## config.mk

```make
export PLATFORM = sky130hd
export DESIGN_NAME = serv_irq_monitor
export DESIGN_NICKNAME = d
export VERILOG_FILES = /design/src/rtl/serv_irq_monitor.sv
export SDC_FILE = /design/constraint.sdc
export NUM_CORES = 1
export LEC_CHECK = 0
export CORE_MARGIN = 3
export CORE_UTILIZATION = 51
export CTS_CLUSTER_SIZE = 10
export DETAILED_ROUTE_END_ITERATION = 12
export GPL_TIMING_DRIVEN = 0
export PLACE_DENSITY_LB_ADDON = 0.12
export SLEW_MARGIN = 25
export SYNTH_ARGS = -nofsm -noshare
export SYNTH_HDL_FRONTEND = slang
export SYNTH_SLANG_ARGS = --single-unit
```

## constraint.sdc

```tcl
create_clock -name wb_clk -period 3.6 [get_ports wb_clk]
set_input_delay 1.08 -clock wb_clk [delete_from_list [all_inputs] [get_ports wb_clk]]
set_output_delay 1.08 -clock wb_clk [all_outputs]
set_load 0.1 [all_outputs]
```

## src/rtl/serv_irq_monitor.sv

```systemverilog
// serv_irq_monitor: passive interrupt and fetch monitor for servant-class SoCs.
//
// Taps the instruction-fetch bus and CSR trap signals. It keeps:
//   - a circular PC trace, where each entry is {first-fetch-after-trap flag, pc},
//   - saturating per-cause trap counters,
//   - interrupt-edge to vector-fetch latency statistics (last, max, sticky timeout).
//
// Ports:
//   wb_clk, wb_rst_n          clock, asynchronous active-low reset
//   i_clr                     synchronous clear of statistics, trace and FSM
//   i_pc_adr, i_pc_vld        fetch address and fetch acknowledge
//   i_new_irq, i_mcause       trap-taken pulse and its cause
//   i_irq_req                 raw interrupt request levels
//   i_mtvec                   trap vector address
//   i_rd_en, i_rd_idx         trace read strobe and index (0 = newest entry)
//   o_rd_data, o_rd_vld       trace read data {flag, pc}, valid one cycle later
//   o_trace_cnt               number of valid trace entries (saturates at DEPTH)
//   o_cause_cnt               flattened cause counters, cause k at [k*CNT_W +: CNT_W]
//   o_lat_last, o_lat_max     last and maximum measured latency
//   o_lat_vld                 pulse when o_lat_last updates
//   o_lat_timeout             sticky, set when a measurement overflows
module serv_irq_monitor #(
  parameter int unsigned DEPTH     = 16,
  parameter int unsigned NUM_CAUSE = 16,
  parameter int unsigned NUM_IRQ   = 1,
  parameter int unsigned CNT_W     = 16,
  parameter int unsigned LAT_W     = 12
) (
  input  logic                       wb_clk,
  input  logic                       wb_rst_n,
  input  logic                       i_clr,
  input  logic [31:0]                i_pc_adr,
  input  logic                       i_pc_vld,
  input  logic                       i_new_irq,
  input  logic [3:0]                 i_mcause,
  input  logic [NUM_IRQ-1:0]         i_irq_req,
  input  logic [31:0]                i_mtvec,
  input  logic                       i_rd_en,
  input  logic [$clog2(DEPTH)-1:0]   i_rd_idx,
  output logic [32:0]                o_rd_data,
  output logic                       o_rd_vld,
  output logic [$clog2(DEPTH):0]     o_trace_cnt,
  output logic [NUM_CAUSE*CNT_W-1:0] o_cause_cnt,
  output logic [LAT_W-1:0]           o_lat_last,
  output logic [LAT_W-1:0]           o_lat_max,
  output logic                       o_lat_vld,
  output logic                       o_lat_timeout
);

  localparam int unsigned AW = $clog2(DEPTH);

  typedef enum logic [1:0] {StIdle, StWaitTake, StWaitVec} state_e;

  // Trace storage is deliberately not reset; o_trace_cnt masks stale entries.
  logic [32:0]    mem_q [DEPTH];
  logic [AW-1:0]  wr_ptr_q;
  logic [AW:0]    trace_cnt_q;
  logic           armed_q;
  logic [AW-1:0]  rd_ptr;
  logic [32:0]    rd_data_q;
  logic           rd_vld_q;

  logic [CNT_W-1:0] cnt_q [NUM_CAUSE];

  logic [NUM_IRQ-1:0] req_q;
  logic               irq_edge;
  state_e             state_q, state_d;
  logic [LAT_W-1:0]   lat_q, lat_d, lat_inc;
  logic [LAT_W-1:0]   lat_last_q, lat_last_d, lat_max_q, lat_max_d;
  logic               lat_vld_q, lat_vld_d, timeout_q, timeout_d;
  logic               trace_wr;

  assign trace_wr = i_pc_vld & ~i_clr;
  assign rd_ptr   = wr_ptr_q - AW'(1) - i_rd_idx;
  assign irq_edge = |(i_irq_req & ~req_q);
  assign lat_inc  = lat_q + LAT_W'(1);

  // A trap in the same cycle as a fetch arms the flag for the next fetch instead.
  always_ff @(posedge wb_clk) begin
    if (trace_wr) begin
      mem_q[wr_ptr_q] <= {armed_q & ~i_new_irq, i_pc_adr};
    end
  end

  always_ff @(posedge wb_clk or negedge wb_rst_n) begin
    if (!wb_rst_n) begin
      wr_ptr_q    <= '0;
      trace_cnt_q <= '0;
      armed_q     <= 1'b0;
      rd_data_q   <= '0;
      rd_vld_q    <= 1'b0;
    end else begin
      rd_vld_q <= i_rd_en;
      // Reads see pre-write pointer and contents.
      if (i_rd_en) begin
        rd_data_q <= ({1'b0, i_rd_idx} < trace_cnt_q) ? mem_q[rd_ptr] : '0;
      end
      if (i_clr) begin
        wr_ptr_q    <= '0;
        trace_cnt_q <= '0;
        armed_q     <= 1'b0;
      end else begin
        if (i_pc_vld) begin
          wr_ptr_q <= wr_ptr_q + AW'(1);
          if (trace_cnt_q != (AW+1)'(DEPTH)) begin
            trace_cnt_q <= trace_cnt_q + (AW+1)'(1);
          end
        end
        if (i_new_irq) begin
          armed_q <= 1'b1;
        end else if (i_pc_vld) begin
          armed_q <= 1'b0;
        end
      end
    end
  end

  // Out-of-range causes match no counter and are silently dropped.
  always_ff @(posedge wb_clk or negedge wb_rst_n) begin
    if (!wb_rst_n) begin
      for (int k = 0; k < int'(NUM_CAUSE); k++) cnt_q[k] <= '0;
    end else if (i_clr) begin
      for (int k = 0; k < int'(NUM_CAUSE); k++) cnt_q[k] <= '0;
    end else if (i_new_irq) begin
      for (int k = 0; k < int'(NUM_CAUSE); k++) begin
        if (4'(k) == i_mcause && cnt_q[k] != '1) begin
          cnt_q[k] <= cnt_q[k] + CNT_W'(1);
        end
      end
    end
  end

  always_comb begin
    o_cause_cnt = '0;
    for (int k = 0; k < int'(NUM_CAUSE); k++) begin
      o_cause_cnt[k*CNT_W +: CNT_W] = cnt_q[k];
    end
  end

  // Latency FSM. lat_q holds (cycles since edge - 1), so lat_q + 1 at the vector
  // fetch is the edge-to-ack distance. An all-ones lat_q cannot be completed and
  // is treated as overflow.
  always_comb begin
    state_d    = state_q;
    lat_d      = lat_q;
    lat_last_d = lat_last_q;
    lat_max_d  = lat_max_q;
    lat_vld_d  = 1'b0;
    timeout_d  = timeout_q;
    case (state_q)
      StIdle: begin
        if (irq_edge) begin
          lat_d   = '0;
          state_d = i_new_irq ? StWaitVec : StWaitTake;
        end
      end
      StWaitTake: begin
        if (lat_q == '1) begin
          timeout_d = 1'b1;
          state_d   = StIdle;
        end else begin
          lat_d = lat_inc;
          if (i_new_irq) state_d = StWaitVec;
        end
      end
      StWaitVec: begin
        if (lat_q == '1) begin
          timeout_d = 1'b1;
          state_d   = StIdle;
        end else if (i_pc_vld && i_pc_adr == i_mtvec) begin
          lat_last_d = lat_inc;
          lat_max_d  = (lat_inc > lat_max_q) ? lat_inc : lat_max_q;
          lat_vld_d  = 1'b1;
          state_d    = StIdle;
        end else begin
          lat_d = lat_inc;
        end
      end
      default: state_d = StIdle;
    endcase
    if (i_clr) begin
      state_d    = StIdle;
      lat_d      = '0;
      lat_last_d = '0;
      lat_max_d  = '0;
      lat_vld_d  = 1'b0;
      timeout_d  = 1'b0;
    end
  end

  // req_q keeps tracking during clear so a held level does not re-trigger.
  always_ff @(posedge wb_clk or negedge wb_rst_n) begin
    if (!wb_rst_n) begin
      req_q      <= '0;
      state_q    <= StIdle;
      lat_q      <= '0;
      lat_last_q <= '0;
      lat_max_q  <= '0;
      lat_vld_q  <= 1'b0;
      timeout_q  <= 1'b0;
    end else begin
      req_q      <= i_irq_req;
      state_q    <= state_d;
      lat_q      <= lat_d;
      lat_last_q <= lat_last_d;
      lat_max_q  <= lat_max_d;
      lat_vld_q  <= lat_vld_d;
      timeout_q  <= timeout_d;
    end
  end

  assign o_rd_data     = rd_data_q;
  assign o_rd_vld      = rd_vld_q;
  assign o_trace_cnt   = trace_cnt_q;
  assign o_lat_last    = lat_last_q;
  assign o_lat_max     = lat_max_q;
  assign o_lat_vld     = lat_vld_q;
  assign o_lat_timeout = timeout_q;

endmodule

```

==> qor.yml, run 1 <==
clkTransAtPathRegs_ns: 0.06
worstSkewPairLatency_ns: 0.66
port_buffers: 398
cts_root_buffer: "clkbuf_16"
power.density_nw_per_um2: 484
gp_congestion: 0.892
wl_per_cell_um: 24.6
synth_top_area_share_pct: 42.0
criticalPathCategory: "in2reg"
worst_r2r_path_depth: 12
die_y_um: 278
design.die.area_um2: 77300
r2r-start: "lat_q[0]"
ir_drop_v: 0.000364
ant_nets: 0
yosys-top-cells-count: "edfxtp_1, dfrtp_1, nor2_1, nand2_1, xor2_1"
critPathLaunchType: "input port"
grt_use_total_pct: 27.4
slew_violations: 0
critPathCaptureType: "flip-flop"
synthCells: 2740
hold_buffers: 0
die_w_um: 278
clock_path_buffers: 3
grt_first_pass_wirelength_um: 160000
status: "finished clean"
grt_pass1_vias: 25851
yosysWarnings: 0
wl_um: 106000
async_flop_share_pct: 39.2
worst_pin_slew_ns: 1.13
internal-power_mw: 16.9
synth_nets: 2864
seq_power_share_pct: 47.6
grt_max_degree: 95
period_share_pct: 97.4
dr.pass1.iters: 5
place_inst: 4137
combPwrFrac_pct: 12.6
numCtsBuffers: 98
worstPathArrival_ns: 4.06
setup_viol: 0
viasPerCell: 5.93
clock-sinks: 869
drc: 0
synth.most_common_cell: "edfxtp_1"
dp_hpwl_um: 75700
timing.final.crit_period_ns: 3.51
drt_iter0_markers: 2438
synth_edf_count: 528
leakage_nw: 17.2
avgSynthCellArea_um2: 13.8
vias: 25524
yosysUniqueCellTypes: 70
rows: 99
nets: 3403
overflow: 0
synth_area_leaders: "edfxtp_1, dfrtp_1, mux4_2"
ys_seq_area_share_pct: 64.6
synth-seq-cells: 869
synth.largest_area_cell: "edfxtp_1"
maxCapViolations: 0
rr_endpoint: "o_lat_max[10]"
min_path_type: "in2async"
io_pins: 400
synth-main-ff-cell: "edfxtp_1"
skew_ns: 0.0194
worst-path-max-fanout: 10
core_um2: 73100
slew_headroom_pct: 24.4
critPathRequiredTime_ns: 4.16
cts_tree: "built"
final_layout_size_suffix_gt1_share_pct: 12.0
grt_antenna_before_repair: 4
p_clk_share_pct: 39.8
start_util_pct: 51.6
fillers: 5430
hold-worst-slack_ns: 0.285
p_total_mw: 22.7
grt_setup_unrepaired: "no"
syn_area_um2: 37700
finalHoldViolations: 0
max_freq_mhz: 285
htree_levels: 3
instances_no_fill: 4303
power.switching_mw: 5.78
switching_share_pct: 25.5
reg2reg_slack_ns: 0.26
areaGrowthSynthToFinish_pct: 24.5
worst max-delay path by stage:
| stage | startpoint | endpoint | slack [ns] |
|---|---|---|---|
| 2_1_floorplan | i_clr | mem_q[4][0] | -0.10 |
| 3_3_place_gp | wb_rst_n | o_cause_cnt[203] | -14.19 |
| 3_5_place_dp | i_rd_idx[0] | o_rd_data[30] | -1.78 |
| 4_1_cts | i_clr | mem_q[4][16] | 0.006 |
| 5_1_grt | i_clr | o_trace_cnt[1] | 0.03 |
| 6_report | i_mtvec[2] | o_lat_last[2] | 0.09 |
power groups by stage:
stage	Clock, mW	Combinational, mW	Sequential (mW)
after floorplan	0	1.38	11.4
after global placement	0	2.72	11.0
after detailed placement	0	2.80	11.0
after CTS	9.21	2.87	10.8
after global routing	9.60	3.05	10.8
final	9.04	2.86	10.8
cell families after synthesis:
logic type / after synthesis / synth area share, %
compound gates: 184 / 3.56
simple gates: 1039 / 13.5
buf+inv: 167 / 1.75
mux: 156 / 8.52
xor+xnor: 280 / 6.50
flops: 869 / 64.6
fa+ha+maj: 45 / 1.51
layout make-up:
| type | instances | area (um^2) | area share (%) |
|---|---|---|---|
| Tap cell | 959 | 1200 | 2.55 |
| Sequential cell | 869 | 24400 | 51.9 |
| Inverter | 45 | 169 | 0.360 |
| Antenna cell | 2 | 5.00 | 0.0107 |
| Timing Repair Buffer | 442 | 4780 | 10.2 |
| Clock inverter | 5 | 70.1 | 0.149 |
| Clock buffer | 158 | 2760 | 5.88 |
| Buffer | 119 | 581 | 1.24 |
| Multi-Input combinational cell | 1704 | 13000 | 27.7 |
state kept, by name, summed over array words and instances, names as in the netlist:
signal / cells
wr_ptr_q: 4
mem_q: 528
o_rd_data: 33
o_lat_last: 12
o_cause_cnt: 256
lat_q: 12
o_rd_vld: 1
state_q: 2
o_trace_cnt: 5
o_lat_timeout: 1
armed_q: 1
o_lat_max: 12
req_q: 1
o_lat_vld: 1
metal layers:
layer / global-route usage [%] / wire, um / vias up
li1: - / - / 11231
met1: 36.5 / 41700 / 13029
met2: 43.7 / 50600 / 1003
met3: 6.22 / 8610 / 257
met4: 11.6 / 5090 / 4
met5: 0 / 27 / -
cells in the final DEF (no fill, tap or decap), types with 43 or more instances in the layout:
| cell type | instances |
|---|---|
| edfxtp_1 | 528 |
| clkdlybuf4s50_1 | 362 |
| dfrtp_1 | 340 |
| nor2_1 | 292 |
| nand2_1 | 278 |
| xor2_1 | 156 |
| mux4_2 | 132 |
| nand3_1 | 125 |
| clkbuf_1 | 111 |
| xnor2_1 | 109 |
| clkbuf_16 | 100 |
| nand4_1 | 85 |
| a21oi_1 | 49 |
| inv_1 | 44 |
| ha_1 | 44 |
| and4_1 | 43 |
critical path, cell delays in order:
cell	delay, ns
clkdlybuf4s50_1	0.51
xnor2_2	0.30
nand4_1	0.36
or4_1	0.72
nor4_4	0.45
buf_2	0.30
nand3_1	0.13
a21oi_1	0.20
what timing repair did:
item / CTS / global route
resized for setup: 103 / 24
pin swaps: 2 / 3
buffers inserted: 1 / 3
setup endpoints to repair: 343 / 89
metrics by stage:
step	setup slack, ns	util (%)	TNS [ns]	area (um^2)
after detailed placement	-1.78	60.0	-542.08	43800
after floorplan	-0.103	-	-6.81	37800
after CTS	0.00583	64.2	0	46900
final	0.0937	64.3	0	47000
after global routing	0.0268	64.3	0	47000
after global placement	-14.19	58.7	-6467.03	42900
No activity file was read; power rests on OpenSTA's default activity.
==> run 2: changes to the inputs <==
- ABC_AREA: not set -> 1
- CORE_ASPECT_RATIO: not set -> 0.8
- CORE_UTILIZATION: 51 -> 52
==> run 2 against run 1 <==
Largest cell class unchanged. Clock-buffer cell count increased by 9. Combinational power increased by 35%. Maximum frequency decreased by 2.8%. Die area increased by 4.8%. Clock skew decreased by 0.0015 ns. Hold slack got worse by 0.029 ns. Global-route usage increased by 4.7 points. Synthesized cell count increased by 54%. The run now ends with setup timing left. Critical endpoint is now mem_q[3][12]. Critical path depth decreased by 1. First-iteration DRC count increased by 65%.
==> qor.yml, run 2 <==
status: "finished with violations"
violations: "setup timing"
overflow: 0
grt_antenna_before_repair: 5
finalHoldViolations: 0
finalSetupTns_ns: -0.0332
syn_area_um2: 40300
ant_nets: 0
p_clk_share_pct: 38.4
synth.largest_area_cell: "edfxtp_1"
clkTransAtPathRegs_ns: 0.05
yosysUniqueCellTypes: 45
synth_nets: 4340
critPathRequiredTime_ns: 3.95
die_y_um: 255
combPwrFrac_pct: 16.2
wl_um: 132000
drt_iter0_markers: 4031
fillers: 6206
port_buffers: 398
setup_ws_ns: -0.00674
synth-main-ff-cell: "edfxtp_1"
rr_endpoint: "o_lat_max[9]"
slew_headroom_pct: 25.0
yosysWarnings: 0
vias: 34121
rows: 90
grt_first_pass_wirelength_um: 195000
timing.final.crit_period_ns: 3.61
clock-sinks: 869
synthCells: 4216
grt_max_degree: 88
cts_root_buffer: "clkbuf_16"
worst_r2r_path_depth: 18
synth_top_area_share_pct: 39.3
wl_per_cell_um: 22.7
io_pins: 400
async_flop_share_pct: 39.2
slew_violations: 0
htree_levels: 3
areaGrowthSynthToFinish_pct: 22.4
leakage_nw: 18.8
final_common_cell: "nand2_1"
numCtsBuffers: 98
skew_ns: 0.0179
wl_met3_um: 14000
setup_viol: 12
hold_buffers: 0
clock_path_buffers: 3
synth_area_leaders: "edfxtp_1, dfrtp_1, nand2_1"
seq_power_share_pct: 45.4
final_layout_size_suffix_gt1_share_pct: 6.65
avgSynthCellArea_um2: 9.57
p_total_mw: 23.9
critPathLaunchType: "input port"
ys_seq_area_share_pct: 60.5
r2r-start: "lat_q[0]"
grt_use_total_pct: 32.0
ir_drop_v: 0.000439
period_share_pct: 100
worstSkewPairLatency_ns: 0.66
worstPathArrival_ns: 3.96
top_layer: "met5"
synth.most_common_cell: "nand2_1"
reg2reg_slack_ns: 0.43
drc: 0
cts_tree: "built"
power.switching_mw: 7.03
yosys-top-cells-count: "nand2_1, nor2_1, edfxtp_1, o21ai_0, inv_1"
internal-power_mw: 16.9
synth-seq-cells: 869
power.density_nw_per_um2: 485
die_w_um: 317
largest_reg_flops: 528
criticalPathCategory: "in2reg"
critPathCaptureType: "flip-flop"
dp_slack_ns: -1.38
dr.pass1.iters: 7
worst_pin_slew_ns: 1.12
wl_met2_um: 56800
maxCapViolations: 0
fin_util_pct: 64.8
core_um2: 76100
nets: 4867
worst-path-max-fanout: 20
grt_setup_unrepaired: "no"
design.die.area_um2: 80900
switching_share_pct: 29.3
viasPerCell: 5.85
gp_congestion: 0.945
met1_length_um: 55900
dp_hpwl_um: 95800
min_path_type: "in2async"
mostFrequentLayoutCells: "nand2_1, nor2_1, edfxtp_1"
max_freq_mhz: 277
top_register: "mem_q"
synth_edf_count: 528
start_util_pct: 53.0
grt_pass1_vias: 31912
## run 2: cell type report
cell class              count  area, um^2  share of cell area [%]
flip-flops and latches    869       24400                    49.4
well taps                1012        1270                    2.57
inverters                 375        1410                    2.85
clock buffers             167        2770                    5.62
multi-input cells        2795       14000                    28.3
clock inverters             5        72.6                   0.147
repair buffers            427        4680                    9.49
diodes                      1        2.50                 0.00507
plain buffers             177         800                    1.62
## run 2: worst max-delay path by stage
stage,slack [ns],from,cells past startpoint,to
3_5_place_dp,-1.38,i_rd_idx[1],11,o_rd_data[3]
6_report,-0.007,i_clr,7,mem_q[3][12]
4_1_cts,-0.002,i_rd_idx[1],12,o_rd_data[25]
2_1_floorplan,-0.24,i_clr,6,mem_q[11][0]
3_3_place_gp,-14.60,wb_rst_n,1,o_cause_cnt[90]
5_1_grt,0.004,i_rd_idx[0],12,o_rd_data[4]
## run 2: power groups by stage
stage          registers (mW)  clock network (mW)  logic, mW
2_1_floorplan            11.8                   0       1.56
6_report                 10.9                9.19       3.87
4_1_cts                  10.9                9.25       3.77
3_3_place_gp             11.1                   0       3.66
3_5_place_dp             11.1                   0       3.75
5_1_grt                  10.9                9.65       4.14
## run 2: metal layers
metal  GRT usage (%)  vias to the layer above
li1                -                    15650
met1            47.1                    16337
met2            46.5                     1837
met3            7.54                      291
met4            12.0                        6
met5               0                        -
## run 2: logic make-up (layout without fill, tap and decap cells)
| family | count (synthesis) | in the layout | share of synthesized area (%) |
|---|---|---|---|
| compound gates | 781 | 781 | 11.0 |
| flops | 869 | 869 | 60.5 |
| fa+ha+maj | 45 | 45 | 1.41 |
| simple gates | 1895 | 1895 | 20.2 |
| other cells | 0 | 1 | 0 |
| buf+inv | 552 | 1151 | 5.33 |
| xor+xnor | 74 | 74 | 1.61 |
## run 2: repair_timing
item,4_1_cts,5_1_grt
buffers inserted,0,1
setup endpoints to repair,33,60
pin swaps,0,1
gates resized for setup,19,46
## run 2: critical path, cell delays in order
cell and delay [ns]:
buf_2 0.18, inv_2 0.27, buf_2 0.40, buf_2 0.54, nand3_1 0.49, nor2_4 0.69, buf_12 0.27
## run 2: metrics by stage
stage	hold WS [ns]	std cells	cell area, um^2
6_report	0.256	5828	49400
3_3_place_gp	0.457	5626	45600
3_5_place_dp	0.467	5653	46400
4_1_cts	0.230	5825	49200
2_1_floorplan	0.442	4216	40300
5_1_grt	0.233	5828	49400
